$ cat config.mk
export PLATFORM = sky130hd
export DESIGN_NAME = camera_pattern_generator
export DESIGN_NICKNAME = d
export VERILOG_FILES = /design/src/rtl/camera_pattern_pkg.sv /design/src/rtl/camera_pattern_pixel.sv /design/src/rtl/camera_pattern_generator.sv
export SDC_FILE = /design/constraint.sdc
export NUM_CORES = 1
export LEC_CHECK = 0
export ABC_CLOCK_PERIOD_IN_PS = 5500
export CAP_MARGIN = 0
export CORE_UTILIZATION = 43
export DETAILED_ROUTE_END_ITERATION = 10
export SLEW_MARGIN = 10
export SYNTH_ARGS = -nofsm -noshare
export SYNTH_HDL_FRONTEND = slang
export SYNTH_SLANG_ARGS = --single-unit
export TNS_END_PERCENT = 1
$ cat constraint.sdc
create_clock -name clock_camera_pixel -period 5.5 [get_ports clock_camera_pixel]
set_clock_uncertainty 0.1 [all_clocks]
set_input_delay 1.1 -clock clock_camera_pixel [delete_from_list [all_inputs] [get_ports clock_camera_pixel]]
set_output_delay 1.1 -clock clock_camera_pixel [all_outputs]
set_load 0.005 [all_outputs]
$ cat src/rtl/camera_pattern_pkg.sv
// Shared types and constants for the synthetic RAW10 camera pattern source.
// The PATTERN_FRAME_COUNTER_EN build option is implemented in the top level.
package camera_pattern_pkg;

    localparam int unsigned PIXEL_W     = 10;
    localparam int unsigned COORD_W     = 11;
    localparam int unsigned PHASE_W     = 16;
    localparam int unsigned BAR_IDX_W   = 3;
    localparam int unsigned FRAME_CNT_W = 20;

    localparam logic [PIXEL_W-1:0] PIXEL_MAX = 10'h3FF;

    typedef enum logic [1:0] {
        PATTERN_SOLID   = 2'd0,
        PATTERN_RAMP    = 2'd1,
        PATTERN_BARS    = 2'd2,
        PATTERN_CHECKER = 2'd3
    } pattern_t;

    typedef enum logic [2:0] {
        IDLE     = 3'd0,
        FV_SETUP = 3'd1,
        LINE     = 3'd2,
        HBLANK   = 3'd3,
        FV_HOLD  = 3'd4,
        VBLANK   = 3'd5
    } state_t;

    // {R,G,B} per bar, index 0 on the right: W,Y,C,G,M,R,B,K
    localparam logic [7:0][2:0] BAR_COLOUR_ROM = {
        3'b000, 3'b001, 3'b100, 3'b101, 3'b010, 3'b011, 3'b110, 3'b111
    };

    typedef struct packed {
        logic               fv;
        logic               lv;
        logic [PIXEL_W-1:0] data;
    } pixel_beat_t;

    // RGGB: even line/even pixel is R, odd/odd is B, the rest are G
    function automatic logic bar_channel_on(input logic [2:0] rgb, input logic x0, input logic y0);
        logic on;
        case ({y0, x0})
            2'b00:   on = rgb[2];
            2'b11:   on = rgb[0];
            default: on = rgb[1];
        endcase
        return on;
    endfunction

endpackage

$ cat src/rtl/camera_pattern_pixel.sv
// Combinational pattern pixel value for the current raster position.
module camera_pattern_pixel
    import camera_pattern_pkg::*;
(
    input  logic [PIXEL_W-1:0]   x_low,
    input  logic                 y_parity,
    input  logic                 y_bit3,
    input  logic [BAR_IDX_W-1:0] bar_idx,
    input  pattern_t             pattern,
    input  logic [PIXEL_W-1:0]   solid_value,
    output logic [PIXEL_W-1:0]   pixel_c
);

    always_comb begin
        pixel_c = '0;
        case (pattern)
            PATTERN_SOLID:   pixel_c = solid_value;
            PATTERN_RAMP:    pixel_c = x_low;
            PATTERN_BARS:    pixel_c = bar_channel_on(BAR_COLOUR_ROM[bar_idx], x_low[0], y_parity)
                                       ? PIXEL_MAX : '0;
            PATTERN_CHECKER: pixel_c = (x_low[3] ^ y_bit3) ? PIXEL_MAX : '0;
            default:         pixel_c = '0;
        endcase
    end

endmodule

$ cat src/rtl/camera_pattern_generator.sv
// Synthetic image sensor: FV/LV timed RAW10 Bayer test patterns on the pixel clock.
// Build option PATTERN_FRAME_COUNTER_EN stamps a frame counter into line 0, pixels 0/1.
module camera_pattern_generator
    import camera_pattern_pkg::*;
#(
    parameter int unsigned IMAGE_X_SIZE = 1288,
    parameter int unsigned IMAGE_Y_SIZE = 768,
    parameter int unsigned H_BLANK      = 32,
    parameter int unsigned FV_TO_LV     = 4,
    parameter int unsigned V_BLANK      = 4096,
    parameter int unsigned BAR_WIDTH    = 161
) (
    input  logic               clock_camera_pixel,
    input  logic               reset_camera_pixel_n,
    input  logic               enable_in,
    input  logic [1:0]         pattern_select_in,
    input  logic [PIXEL_W-1:0] solid_value_in,
    output logic               pixel_fv_out,
    output logic               pixel_lv_out,
    output logic [PIXEL_W-1:0] pixel_data_out,
    output logic               frame_done_out,
    output logic               busy_out
);

    localparam logic [COORD_W-1:0]   X_LAST       = COORD_W'(IMAGE_X_SIZE - 1);
    localparam logic [COORD_W-1:0]   Y_LAST       = COORD_W'(IMAGE_Y_SIZE - 1);
    localparam logic [COORD_W-1:0]   BAR_LAST     = COORD_W'(BAR_WIDTH - 1);
    localparam logic [BAR_IDX_W-1:0] BAR_IDX_MAX  = BAR_IDX_W'(7);
    localparam logic [PHASE_W-1:0]   SETUP_LAST   = PHASE_W'(FV_TO_LV - 1);
    localparam logic [PHASE_W-1:0]   HBLANK_LAST  = PHASE_W'(H_BLANK - 1);
    localparam logic [PHASE_W-1:0]   VBLANK_LAST  = PHASE_W'(V_BLANK - 1);

    state_t               state_q,   state_n;
    logic [PHASE_W-1:0]   phase_q,   phase_n;
    logic [COORD_W-1:0]   x_q,       x_n;
    logic [COORD_W-1:0]   y_q,       y_n;
    logic [COORD_W-1:0]   bar_px_q,  bar_px_n;
    logic [BAR_IDX_W-1:0] bar_idx_q, bar_idx_n;
    pattern_t             pattern_q, pattern_n;
    logic [PIXEL_W-1:0]   solid_q,   solid_n;
    logic                 frame_done_n;
    logic                 start_frame;
    logic [PIXEL_W-1:0]   pattern_pixel_c;
    pixel_beat_t          beat_q,    beat_n;
    logic                 frame_done_q;
    logic                 busy_q;

    // Next-state and raster counters; outputs are registered from these next values
    always_comb begin
        state_n      = state_q;
        phase_n      = phase_q + PHASE_W'(1);
        x_n          = x_q;
        y_n          = y_q;
        bar_px_n     = bar_px_q;
        bar_idx_n    = bar_idx_q;
        pattern_n    = pattern_q;
        solid_n      = solid_q;
        frame_done_n = 1'b0;
        start_frame  = 1'b0;

        case (state_q)
            IDLE: begin
                phase_n = '0;
                if (enable_in) begin
                    state_n     = FV_SETUP;
                    start_frame = 1'b1;
                end
            end
            FV_SETUP: begin
                if (phase_q == SETUP_LAST) begin
                    state_n = LINE;
                    phase_n = '0;
                end
            end
            LINE: begin
                phase_n = '0;
                if (x_q == X_LAST) begin
                    x_n       = '0;
                    bar_px_n  = '0;
                    bar_idx_n = '0;
                    if (y_q == Y_LAST) begin
                        state_n = FV_HOLD;
                        y_n     = '0;
                    end else begin
                        state_n = HBLANK;
                        y_n     = y_q + COORD_W'(1);
                    end
                end else begin
                    x_n = x_q + COORD_W'(1);
                    if (bar_px_q == BAR_LAST) begin
                        bar_px_n = '0;
                        if (bar_idx_q != BAR_IDX_MAX) begin
                            bar_idx_n = bar_idx_q + BAR_IDX_W'(1);
                        end
                    end else begin
                        bar_px_n = bar_px_q + COORD_W'(1);
                    end
                end
            end
            HBLANK: begin
                if (phase_q == HBLANK_LAST) begin
                    state_n = LINE;
                    phase_n = '0;
                end
            end
            FV_HOLD: begin
                if (phase_q == SETUP_LAST) begin
                    state_n      = VBLANK;
                    phase_n      = '0;
                    frame_done_n = 1'b1;
                end
            end
            VBLANK: begin
                if (phase_q == VBLANK_LAST) begin
                    phase_n = '0;
                    if (enable_in) begin
                        state_n     = FV_SETUP;
                        start_frame = 1'b1;
                    end else begin
                        state_n = IDLE;
                    end
                end
            end
            default: begin
                state_n = IDLE;
                phase_n = '0;
            end
        endcase

        // Pattern controls are frozen for the whole frame
        if (start_frame) begin
            pattern_n = pattern_t'(pattern_select_in);
            solid_n   = solid_value_in;
            x_n       = '0;
            y_n       = '0;
            bar_px_n  = '0;
            bar_idx_n = '0;
        end
    end

    camera_pattern_pixel u_pixel (
        .x_low       (x_n[PIXEL_W-1:0]),
        .y_parity    (y_n[0]),
        .y_bit3      (y_n[3]),
        .bar_idx     (bar_idx_n),
        .pattern     (pattern_q),
        .solid_value (solid_q),
        .pixel_c     (pattern_pixel_c)
    );

`ifdef PATTERN_FRAME_COUNTER_EN
    logic [FRAME_CNT_W-1:0] frame_cnt_q;

    always_ff @(posedge clock_camera_pixel) begin
        if (!reset_camera_pixel_n) begin
            frame_cnt_q <= '0;
        end else if (frame_done_n) begin
            frame_cnt_q <= frame_cnt_q + FRAME_CNT_W'(1);
        end
    end
`endif

    // Output beat for the coming cycle; data is forced to zero outside active lines
    always_comb begin
        beat_n    = '0;
        beat_n.fv = (state_n != IDLE) && (state_n != VBLANK);
        beat_n.lv = (state_n == LINE);
`ifdef PATTERN_FRAME_COUNTER_EN
        if (!beat_n.lv) begin
            beat_n.data = '0;
        end else if ((y_n == '0) && (x_n == COORD_W'(0))) begin
            beat_n.data = frame_cnt_q[PIXEL_W-1:0];
        end else if ((y_n == '0) && (x_n == COORD_W'(1))) begin
            beat_n.data = frame_cnt_q[FRAME_CNT_W-1:PIXEL_W];
        end else begin
            beat_n.data = pattern_pixel_c;
        end
`else
        beat_n.data = beat_n.lv ? pattern_pixel_c : '0;
`endif
    end

    always_ff @(posedge clock_camera_pixel) begin
        if (!reset_camera_pixel_n) begin
            state_q      <= IDLE;
            phase_q      <= '0;
            x_q          <= '0;
            y_q          <= '0;
            bar_px_q     <= '0;
            bar_idx_q    <= '0;
            pattern_q    <= PATTERN_SOLID;
            solid_q      <= '0;
            beat_q       <= '0;
            frame_done_q <= 1'b0;
            busy_q       <= 1'b0;
        end else begin
            state_q      <= state_n;
            phase_q      <= phase_n;
            x_q          <= x_n;
            y_q          <= y_n;
            bar_px_q     <= bar_px_n;
            bar_idx_q    <= bar_idx_n;
            pattern_q    <= pattern_n;
            solid_q      <= solid_n;
            beat_q       <= beat_n;
            frame_done_q <= frame_done_n;
            busy_q       <= (state_n != IDLE);
        end
    end

    assign pixel_fv_out   = beat_q.fv;
    assign pixel_lv_out   = beat_q.lv;
    assign pixel_data_out = beat_q.data;
    assign frame_done_out = frame_done_q;
    assign busy_out       = busy_q;

endmodule

==> run metrics <==
DR vias/cell between 5 and 6; Comb power frac 0.054; Routability Congestion 0.858; Post-CTS Resized 0; antenna diode count 0; Worst-Skew Late Latency 0.36 ns; setup_tns 0 ns; die height 97.1 um; register share of total power 0.504; via count 3,240; Worst Setup Slack post-DPL 1.16 ns; Post-CTS Hold Buffers 0; Net Sw Power 0.000272 W; worst reg2reg startpoint state_q[1]; Tmin final just under 4 ns; Pleak 1.58 nW; worst reg2reg path depth 11; Final Hold Viols 0; CTS Buf Count 9; die area 9420 um2; worst setup path class in2reg; Die X-Extent 97.1 um; row count 34; Final Setup Violations 0; Port-buffer cells 28; internal power around 0.0009 W; CP startpoint kind input pin; CP endpoint kind register; CP Max Fanout 22; final worst slack 1.54 ns; fraction of layout cells with a size suffix above 1 0.0668; Synth warnings 0; Top Ports 29; clk buf depth 2; setup bufs post-CTS 0; worst relative slew slack 0.443; data required time of the critical path roughly 5.6 ns; Pre-antenna DRT Iters 5; global-route wire length before repair 14,400 um; P&R area growth vs syn 15.2%; outcome complete, no violations; Seq/Total Area, Yosys 0.417; Post-route DRC 0; CTS tree yes; switching share of power 0.227; Worst VDD drop 0.000149 V; Critical path destination pixel_data_out[8]; slew at the pin closest to its max-slew limit a little over 0.8 ns; vias in the first global route between 3,000 and 4,000; Synth area leaders dfxtp_1, nor2_1, nand2_1, xor2_1, xnor2_1; initial core utilization 0.446; r2r endpoint pixel_data_out[8]; cell with the most instances after synthesis dfxtp_1; period utilization 0.720; Final Util 0.513; CTS Root Cell clkbuf_8; top cell type's share of synthesized area 0.417; synth cell count leaders dfxtp_1, nor2_1, nand2_1; Post-DP HPWL 6090 um; Cells after Synth 451; Final #Nets between 400 and 500; routed len/inst about 14 um; final WL 8450 um; Post-synth ARST share 0; DRT iter0 DRCs 74; Post-Syn Area slightly below 4000 um2; Worst-path clk slew about 0.080 ns; post-route insts no fill 587; fmax 253 MHz; placed cells about 570; Syn Area/Cell 8.62 um2; GRT Resource Usage Total 0.186; Clock power frac 0.442; syn_nets 474; largest net degree at the start of global routing 23; start point of the critical path enable_in; total power draw 0.00120 W; RSZ-0062 raised after global routing false; number of H-tree levels 3; number of synthesized register bits a little over 80; unique cell type count in the Yosys netlist 63; Worst R2R Setup Slack 1.73 ns; Min-Delay Path Class reg2reg; core area 8720 um2; Primary FF master, synth dfxtp_1; top cell type by total area after synthesis dfxtp_1; CP arrival 4.09 ns; grt ovf 0; initial antenna violation count 0; PwrDens approximately 270 nW/um2; clock sinks slightly above 80; Post-synth EDFFs 0; max_cap viols 0; Post-DRT Antenna Nets 0; Slew Limit Fails 0
==> registers in the layout, summed over array words and instances (netlist names) <==
name / cells
pixel_fv_out: 1
x_q: 11
busy_out: 1
solid_q: 10
pixel_lv_out: 1
bar_px_q: 11
frame_done_out: 1
state_q: 3
pattern_q: 2
y_q: 11
phase_q: 16
bar_idx_q: 3
pixel_data_out: 10
==> logic make-up (layout without fill, tap and decap cells) <==
family,after synthesis,after routing,synth area share
mux,3,3,0.00773
buf+inv,29,57,0.0322
simple gates,219,219,0.300
fa+ha+maj,8,8,0.0258
flops,81,81,0.417
xor+xnor,37,37,0.0834
compound gates,74,74,0.134
==> power by group through the flow <==
stage               Sequential, W  Combinational [W]  Clock [W]
floorplan                0.000612          0.0000450          0
global placement         0.000617          0.0000645          0
detailed placement       0.000618          0.0000650          0
CTS                      0.000604          0.0000653   0.000539
global route             0.000606          0.0000722   0.000564
finish                   0.000604          0.0000647   0.000529
==> cells in the final DEF, fill, tap and decap left out, drive strengths merged, types with 3 or more instances in the layout <==
master	n
and4	6
nor3b	4
nor2b	5
nand2	51
nor2	59
dfxtp	81
o31ai	9
nor3	16
a21oi	13
xor2	21
or3	4
o21ai	14
ha	8
mux2i	3
a211oi	6
nor4	11
clkdlybuf4s50	28
nand3	20
inv	11
a2111oi	3
a21boi	14
and3	11
xnor2	16
bufinv	3
nand4	14
nand2b	4
o21a	3
clkbuf	10
==> area by class of cell <==
class / instances / area, um2
fill: 858 / 4250
timing repair buffer: 30 / 295
multi-input combinational: 341 / 2140
clock inverter: 6 / 115
inverter: 11 / 41.3
tap: 108 / 135
sequential: 81 / 1620
clock buffer: 10 / 128
==> through the flow <==
stage	instance area, um2	hold slack, ns
after global routing	4480	0.392
after global placement	4230	0.351
after floorplan	3890	0.330
final	4480	0.374
after detailed placement	4230	0.360
after CTS	4480	0.373
==> how the worst min path moves through the flow <==
| stage | startpoint | endpoint | slack [ns] | cells after the start |
|---|---|---|---|---|
| floorplan | phase_q[0] | phase_q[0] | 0.33 | 1 |
| global placement | phase_q[0] | phase_q[0] | 0.35 | 1 |
| detailed placement | phase_q[0] | phase_q[0] | 0.36 | 1 |
| CTS | solid_q[1] | solid_q[1] | 0.37 | 2 |
| global route | solid_q[1] | solid_q[1] | 0.39 | 2 |
| finish | solid_q[1] | solid_q[1] | 0.37 | 2 |
==> critical path, stage by stage <==
cell             delay, ns
clkdlybuf4s50_1       0.49
or4b_2                0.63
o21a_1                0.40
nand2_1               0.20
ha_1                  0.26
nand2b_1              0.16
o31ai_2               0.24
nor4bb_1              0.08
buf_4                 0.18
a2111oi_1             0.34
==> metal layers <==
layer  global-route usage  vias up  routed length, um
met1                0.249     1540               4280
met2                0.295       41               3860
met3               0.0432       10                192
met4               0.0586        0                116
li1                     -     1649                  -
met5                    0        -                  0
(Power assumes the default switching activity.)
